File: src/rtl/sampler_voice_scheduler.sv
`default_nettype none
// sampler_voice_scheduler: four-voice sample playback sharing one registered-output RAM.
// Rev 1.0 - initial release.
module sampler_voice_scheduler #(
  parameter int W         = 16,
  parameter int FP_OFFSET = 2,
  parameter int SLOT_LEN  = 1680,
  parameter int ADDR_W    = 13,
  parameter int RATE_DIV  = 2
) (
  input  logic                     clk,
  input  logic                     rst,
  input  logic                     sample_strobe,
  input  logic signed [W-1:0]      sample_in0,
  input  logic signed [W-1:0]      sample_in1,
  input  logic signed [W-1:0]      sample_in2,
  input  logic signed [W-1:0]      sample_in3,
  output logic signed [W-1:0]      sample_out0,
  output logic signed [W-1:0]      sample_out1,
  output logic signed [W-1:0]      sample_out2,
  output logic signed [W-1:0]      sample_out3,
  output logic                     rd_en,
  output logic [ADDR_W-1:0]        rd_addr,
  input  logic signed [W-1:0]      rd_data,
  output logic                     busy,
  output logic [3:0]               voice_active,
  output logic                     overrun
);

  localparam int PW = $clog2(SLOT_LEN + 1);
  localparam int RW = (RATE_DIV > 1) ? $clog2(RATE_DIV) : 1;
  localparam logic [PW-1:0]       POS_END  = PW'(SLOT_LEN);
  localparam logic [RW-1:0]       RDIV_MAX = RW'(RATE_DIV - 1);
  localparam logic signed [W-1:0] TRIG_LO  = W'(500 << FP_OFFSET);
  localparam logic signed [W-1:0] TRIG_HI  = W'(1000 << FP_OFFSET);

  typedef enum logic [1:0] {IDLE, ISSUE, CAPTURE, COMMIT} state_t;

  state_t              state, state_nxt;
  logic [1:0]          v;
  logic [PW-1:0]       pos [4];
  logic signed [W-1:0] shadow [4];
  logic signed [W-1:0] trig_in [4];
  logic [3:0]          armed, fresh, active;
  logic [RW-1:0]       rdiv;
  logic                adv;
  logic [ADDR_W-1:0]   addr_q;

  always_comb begin
    trig_in[0] = sample_in0;
    trig_in[1] = sample_in1;
    trig_in[2] = sample_in2;
    trig_in[3] = sample_in3;
    for (int i = 0; i < 4; i++) active[i] = (pos[i] < POS_END);
  end

  assign busy = (state != IDLE);

  always_ff @(posedge clk) begin
    if (rst) state <= IDLE;
    else     state <= state_nxt;
  end

  // rd_addr is only driven fresh in an active ISSUE cycle; otherwise it replays the last address.
  always_comb begin
    state_nxt = state;
    rd_en     = 1'b0;
    rd_addr   = addr_q;
    case (state)
      IDLE:    if (sample_strobe) state_nxt = ISSUE;
      ISSUE: begin
        if (active[v]) begin
          rd_en   = 1'b1;
          rd_addr = ADDR_W'(v) * ADDR_W'(SLOT_LEN) + ADDR_W'(pos[v]);
        end
        state_nxt = CAPTURE;
      end
      CAPTURE: state_nxt = (v == 2'd3) ? COMMIT : ISSUE;
      COMMIT:  state_nxt = IDLE;
      default: state_nxt = IDLE;
    endcase
  end

  always_ff @(posedge clk) begin
    if (rst) begin
      v            <= 2'd0;
      armed        <= 4'd0;
      fresh        <= 4'd0;
      rdiv         <= '0;
      adv          <= 1'b0;
      addr_q       <= '0;
      overrun      <= 1'b0;
      voice_active <= 4'd0;
      sample_out0  <= '0;
      sample_out1  <= '0;
      sample_out2  <= '0;
      sample_out3  <= '0;
      for (int i = 0; i < 4; i++) begin
        pos[i]    <= POS_END;
        shadow[i] <= '0;
      end
    end else begin
      voice_active <= active;
      if (sample_strobe && state != IDLE) overrun <= 1'b1;
      if (rd_en) addr_q <= rd_addr;
      case (state)
        IDLE: begin
          if (sample_strobe) begin
            v    <= 2'd0;
            adv  <= (rdiv == '0);
            rdiv <= (rdiv == RDIV_MAX) ? '0 : rdiv + 1'b1;
            // Firing beats arming; between thresholds the armed bit holds.
            for (int i = 0; i < 4; i++) begin
              if (armed[i] && trig_in[i] >= TRIG_HI) begin
                pos[i]   <= '0;
                fresh[i] <= 1'b1;
                armed[i] <= 1'b0;
              end else if (trig_in[i] < TRIG_LO) begin
                armed[i] <= 1'b1;
              end
            end
          end
        end
        CAPTURE: begin
          shadow[v] <= active[v] ? rd_data : '0;
          if (active[v] && adv && !fresh[v]) pos[v] <= pos[v] + 1'b1;
          if (v != 2'd3) v <= v + 2'd1;
        end
        COMMIT: begin
          sample_out0 <= shadow[0];
          sample_out1 <= shadow[1];
          sample_out2 <= shadow[2];
          sample_out3 <= shadow[3];
          fresh       <= 4'd0;
        end
        default: ;
      endcase
    end
  end

endmodule
`default_nettype wire

File: config.mk
export PLATFORM = sky130hd
export DESIGN_NAME = sampler_voice_scheduler
export DESIGN_NICKNAME = d
export VERILOG_FILES = /design/src/rtl/sampler_voice_scheduler.sv
export SDC_FILE = /design/constraint.sdc
export NUM_CORES = 1
export LEC_CHECK = 0
export CAP_MARGIN = 20
export CORE_ASPECT_RATIO = 0.75
export CORE_MARGIN = 10
export CORE_UTILIZATION = 55
export DETAILED_ROUTE_END_ITERATION = 10
export GPL_TIMING_DRIVEN = 1
export PLACE_DENSITY = 0.89
export SETUP_SLACK_MARGIN = 0.1
export SYNTH_ARGS = -nofsm -noshare
export SYNTH_HDL_FRONTEND = slang
export SYNTH_SLANG_ARGS = --single-unit
File: constraint.sdc
create_clock -name clk -period 5.58 [get_ports clk]
set_input_delay 1.116 -clock clk [delete_from_list [all_inputs] [get_ports clk]]
set_output_delay 1.116 -clock clk [all_outputs]
set_load 0.02 [all_outputs]
==> results.json, run 1 <==
{
  "outcome": "completed",
  "drc": 0,
  "die_w_um": 165,
  "netSwitchingFraction": 0.214,
  "dieArea_um2": 21300,
  "cts_buffers": 20,
  "crit_fanout": 11,
  "postSynthCellCount": 826,
  "cts-hold-fix-buffers": 0,
  "cts_sinks": 205,
  "vdd_drop_max_mv": 0.218,
  "synth_seq_cells": 205,
  "rsz0062_at_grt": "false",
  "power_density_nw_per_um2": 292,
  "worstReg2RegStart": "v[0]",
  "comb_power_share": 0.063,
  "hold_path.class": "register to register",
  "antennaDiodeCount": 0,
  "ys_top_cells_by_area": "edfxtp_1, dfxtp_1, nand2_1, a21oi_1, and2_1",
  "arrival_ns": 3.98,
  "initial_core_util": 0.567,
  "fin_tns_setup_ns": 0,
  "grt_pass1_vias": 6636,
  "tightest_slew_ns": 1.09,
  "grt_max_degree": 102,
  "clkTransAtPathRegs_ns": 0.06,
  "switchingPower_w": 0.000685,
  "fin_cells": 1171,
  "whs_ns": 0.452,
  "place_ws_ns": 1.03,
  "cts.repair.resized": 0,
  "wl_per_cell_um": 20.0,
  "gp_congestion": 0.943,
  "cts.path.max_buffers": 3,
  "crit_chain": "mux4_2, ha_1, fa_1, and2_1, nand4_1, and3_1, o2111ai_1, nand2_1, clkdlybuf4s50_1",
  "vias": 6984,
  "cts.htree.levels": 1,
  "drt_first_pass_iters": 6,
  "hold_violations": 0,
  "yosysWarnings": 0,
  "final_antenna_net_count": 0,
  "post_cts_buffers": 0,
  "antenna_found_initial": 0,
  "setup_viol": 0,
  "finClkSkew_ns": 0.00857,
  "syn_avg_cell_area_um2": 10.5,
  "core_region_area_um2": 15400,
  "tritoncts": "yes",
  "end_kind": "output pin",
  "seq_area_frac_synth": 0.595,
  "synth-async-reset-ratio": 0,
  "min_period_ns": 5.10,
  "startpoint_type": "register",
  "synth_fp_nets": 923,
  "synthToLayoutAreaGrowth_pct": 25.6,
  "crit_required_ns": 4.46,
  "grt_pass1_wl_mm": 35.9,
  "clockRootBuffer": "clkbuf_16",
  "drtIter0Drc": 909,
  "port_buffers": 150,
  "grtUsageTotal": 0.211,
  "synth_ff_type": "edfxtp_1",
  "synth-edff-count": 108,
  "critical-path-slowest-cell": "dfxtp_1",
  "insertion_delay_ns": 0.50,
  "drive_gt1_frac": 0.0590,
  "drv_cap": 0,
  "cpPeakStageDelay_ns": 0.75,
  "row_count": 39,
  "synth_cell_types": 55,
  "p_int_w": 0.00251,
  "io_pins": 167,
  "hold_start": "sample_out3[2]",
  "p_leak_nw": 3.87,
  "clock.fmax_mhz": 196,
  "fin_crit_sh": 0.914,
  "maxSlewViolCount": 0,
  "viasPerCell": 5.96,
  "dp.cells": 1135,
  "fillers": 1041,
  "synth.top_cell.area_share": 0.372,
  "max_slew_margin": 0.276,
  "crit_type": "register to output pin",
  "clockPowerShare": 0.423,
  "fin_ws_ns": 0.482,
  "hpwl_mm": 16.3,
  "finalPower_w": 0.00320,
  "seqPwrFrac": 0.514,
  "fp.dieH_um": 129,
  "yosysTopAreaCell": "edfxtp_1",
  "finalNetCount": 1049,
  "synth_area_um2": 8710,
  "wl_mm": 23.4,
  "overflow": 0
}
## cell usage in the layout, fill, tap and decap left out, types with 2 or more instances in the layout
cell type	instances
or2_2	2
nand3b_1	4
nor2b_1	2
o21ai_0	16
nor3_1	13
nand2_1	153
clkbuf_8	5
mux4_2	12
clkbuf_16	21
o211ai_1	2
nor4_1	10
o31ai_1	12
ha_1	13
and3_1	19
nand3_1	11
inv_1	11
xor2_1	4
nand2b_1	5
nor2_1	50
nor3_2	2
a21o_1	4
clkbuf_1	8
clkinv_1	2
a31oi_1	4
dfxtp_1	97
xnor2_1	10
or4_1	3
and2_1	54
nand4b_1	4
o31a_1	3
clkdlybuf4s50_1	149
edfxtp_1	108
nand4_1	16
o2111ai_1	3
a21oi_1	105
nor4_2	3
buf_4	4
## synthesized netlist by cell type (2+ instances only)
master     count
o21ai_0       16
inv_1         11
xnor2_1       10
a21oi_1      105
o31a_1         3
and2_1        55
buf_4          2
xor2_1         4
buf_1          9
nand4b_1       4
o31ai_1       12
a21o_1         4
nor2b_1        2
mux4_2        12
nor3_1        13
buf_6          3
nand3_1       11
nor4_1        10
ha_1          13
or2_2          2
nor3_2         2
nand2b_1       5
or4_1          3
o2111ai_1      3
clkbuf_1      30
a31oi_1        4
edfxtp_1     108
o211ai_1       2
nand2_1      154
nor2_1        50
buf_2          6
dfxtp_1       97
nand3b_1       4
and3_1        19
nor4_2         3
nand4_1       16
## power groups by stage
stage	registers (W)	clock network (W)	logic [W]
after floorplan	0.00167	0	0.0000947
after global placement	0.00167	0	0.000195
after detailed placement	0.00167	0	0.000200
after CTS	0.00164	0.00136	0.000201
after global routing	0.00164	0.00141	0.000217
final	0.00164	0.00135	0.000203
## through the flow
| step | instance area (µm²) | utilization |
|---|---|---|
| global route | 10900 | 0.712 |
| detailed placement | 10300 | 0.669 |
| floorplan | 8710 | - |
| CTS | 10900 | 0.712 |
| finish | 10900 | 0.712 |
| global placement | 10300 | 0.668 |
## kinds of logic (layout without fill, tap and decap cells)
| family | Yosys count | after routing | share of synthesized area |
|---|---|---|---|
| simple gates | 358 | 358 | 0.202 |
| flops | 205 | 205 | 0.595 |
| compound gates | 160 | 160 | 0.105 |
| buf+inv | 62 | 202 | 0.0310 |
| fa+ha+maj | 14 | 14 | 0.0210 |
| xor+xnor | 14 | 14 | 0.0141 |
| mux | 13 | 13 | 0.0322 |
## per-layer routing
layer,vias to the layer above,track usage,share of wire
li1,3197,-,-
met1,3323,0.283,0.41
met2,403,0.325,0.45
met3,61,0.0590,0.12
met4,0,0.0721,0.032
met5,-,0,0
## critical path, delay by kind of cell (launching register included)
family          cells  cell delay [ns]
simple gates        4             0.63
flops               1             0.75
compound gates      1             0.16
fa+ha+maj           2             0.65
mux                 1             0.67
buf+inv             1             0.61
## sequential cells by signal, indices dropped and copies added, names as in the netlist, named ones only
signal and cells:
shadow 64, pos 44, sample_out0 16, sample_out1 16, sample_out2 16, sample_out3 16, addr_q 13, armed 4
fresh 4, voice_active 4, state 2, v 2, overrun 1, rdiv 1
## worst paths after layout
path                          to  slack [ns]  cells past startpoint
setup / recovery     rd_addr[10]        0.48                      9
hold / removal    sample_out3[2]        0.45                      2
setup reg to reg       pos[3][0]        2.29                      5
hold reg to reg   sample_out3[2]        0.45                      2
## cell type report
type | count | area [µm²] | area share
multi-input combinational | 559 | 3260 | 0.298
inverter | 12 | 45.0 | 0.00411
timing repair buffer | 154 | 1540 | 0.141
clock buffer | 34 | 624 | 0.0570
sequential | 205 | 5180 | 0.474
tap | 205 | 256 | 0.0234
clock inverter | 2 | 33.8 | 0.00309
No activity file was read; power rests on OpenSTA's default activity.
==> run 2: changes to the inputs <==
--- a/config.mk
+++ b/config.mk
@@ -5,7 +5,7 @@
 export SDC_FILE = /design/constraint.sdc
 export NUM_CORES = 1
 export LEC_CHECK = 0
-export CAP_MARGIN = 20
+export CAP_MARGIN = 5
 export CORE_ASPECT_RATIO = 0.75
 export CORE_MARGIN = 10
 export CORE_UTILIZATION = 55
==> results.json, run 2 (same netlist as run 1, synthesis figures left out) <==
{
  "critical-path-slowest-cell": "dfxtp_1",
  "insertion_delay_ns": 0.49,
  "final_cell_mix": "nand2_1, clkdlybuf4s50_1, edfxtp_1, a21oi_1, dfxtp_1",
  "drv_cap": 0,
  "startpoint_type": "register",
  "crit_type": "register to output pin",
  "rsz0062_at_grt": "false",
  "io_pins": 167,
  "hold_path_end": "sample_out0[6]",
  "cpPeakStageDelay_ns": 0.75,
  "min_period_ns": 5.10,
  "largest_reg_flops": 64,
  "wl_mm": 24.0,
  "whs_ns": 0.453,
  "drive_gt1_frac": 0.0611,
  "outcome": "completed",
  "tightest_slew_ns": 1.20,
  "r2r_slack_ns": 2.21,
  "final_common_cell": "nand2_1",
  "met2_usage": 0.336,
  "drt_first_pass_iters": 7,
  "final_antenna_net_count": 0,
  "finalPower_w": 0.00326,
  "overflow": 0,
  "cts_buffers": 20,
  "finalNetCount": 1048,
  "vdd_drop_max_mv": 0.194,
  "wl_per_cell_um": 20.5,
  "fin_ws_ns": 0.479,
  "grt_pass1_wl_mm": 36.9,
  "regMostFlops": "shadow",
  "grt_pass1_vias": 6835,
  "tritoncts": "yes",
  "viasPerCell": 6.08,
  "drtIter0Drc": 817,
  "drc": 0,
  "synthToLayoutAreaGrowth_pct": 25.8,
  "setup_viol": 0,
  "initial_core_util": 0.567,
  "port_buffers": 150,
  "core_region_area_um2": 15400,
  "gp_congestion": 0.943,
  "end_kind": "output pin",
  "grtUsageTotal": 0.218,
  "globalRoute.busiestLayer": "met2",
  "row_count": 39,
  "cts.htree.levels": 1,
  "finClkSkew_ns": 0.0109,
  "min_path_cells": 2,
  "max_slew_margin": 0.197,
  "clock.fmax_mhz": 196,
  "antenna_found_initial": 1,
  "post_cts_buffers": 0,
  "post-route-util": 0.713,
  "worstReg2RegStart": "v[0]",
  "cts.repair.resized": 0,
  "crit_chain": "mux4_2, ha_1, a21o_1, a31oi_1, a21boi_0, xor2_1, o31a_1, clkdlybuf4s50_1",
  "p_leak_nw": 3.88,
  "crit_required_ns": 4.46,
  "arrival_ns": 3.98,
  "dieArea_um2": 21300,
  "cts-hold-fix-buffers": 0,
  "hold_path.class": "register to register",
  "place_ws_ns": 1.02,
  "die_w_um": 165,
  "clkTransAtPathRegs_ns": 0.07,
  "crit_fanout": 11,
  "hpwl_mm": 16.2,
  "fin_tns_setup_ns": 0,
  "hold_violations": 0,
  "fin_crit_sh": 0.914,
  "fp.dieH_um": 129,
  "reg2reg_to": "pos[0][6]",
  "worstRegToRegCells": 5,
  "clockRootBuffer": "clkbuf_16",
  "reg_top3": "shadow x64, pos x44",
  "met3_usage": 0.0644,
  "grt_use_met1": 0.288,
  "vias": 7117,
  "grt_max_degree": 102,
  "power_density_nw_per_um2": 297,
  "maxSlewViolCount": 0,
  "cts_sinks": 205,
  "hold_start": "sample_out0[6]",
  "cts.path.max_buffers": 3
}
## run 2: changes by cell type in the layout (fill, tap and decap cells not counted), sizes merged
cell,change
clkbuf,-4
clkinv,+3
buf,-1
bufinv,+1
diode,+1
## run 2: metal layers
metal	part of all wire	wire length (µm)	vias up
met5	0	0	-
li1	-	-	3188
met4	0.032	762	0
met3	0.14	3310	84
met2	0.45	10700	506
met1	0.38	9240	3339
## run 2: cell type report
cell class | instances | area (µm²)
inverter | 12 | 45.0
tap | 205 | 256
antenna | 1 | 2.50
fill | 1028 | 4410
multi-input combinational | 559 | 3260
clock inverter | 6 | 78.8
sequential | 205 | 5180
clock buffer | 30 | 611
timing repair buffer | 153 | 1520
## run 2: worst max-delay path by stage
stage,startpoint,end,slack (ns)
after floorplan,register,rd_addr[12],1.92
after global placement,register,rd_addr[10],1.06
after CTS,register,rd_addr[12],0.46
after detailed placement,register,rd_addr[10],1.02
final,register,rd_addr[12],0.48
after global routing,register,rd_addr[11],0.23
## run 2: power breakdown
part / switching [W] / internal [W]
clock: 0.000560 / 0.000850
combinational: 0.000121 / 0.0000842
sequential: 0.0000208 / 0.00162
total: 0.000701 / 0.00256
## run 2: critical path, delay by kind of cell, from the launching register on
kind | cells | cell delay (ns)
XOR/XNOR | 1 | 0.22
multiplexers | 1 | 0.65
adder cells (fa/ha/maj) | 1 | 0.40
flip-flops | 1 | 0.75
AO/OA/AOI/OAI | 4 | 0.84
buffers and inverters | 1 | 0.62
## run 2: stage by stage
stage / area [µm²] / instances
after floorplan: 8710 / 826
after global placement: 10300 / 1134
after global routing: 11000 / 1170
final: 11000 / 1171
after CTS: 11000 / 1170
after detailed placement: 10300 / 1134
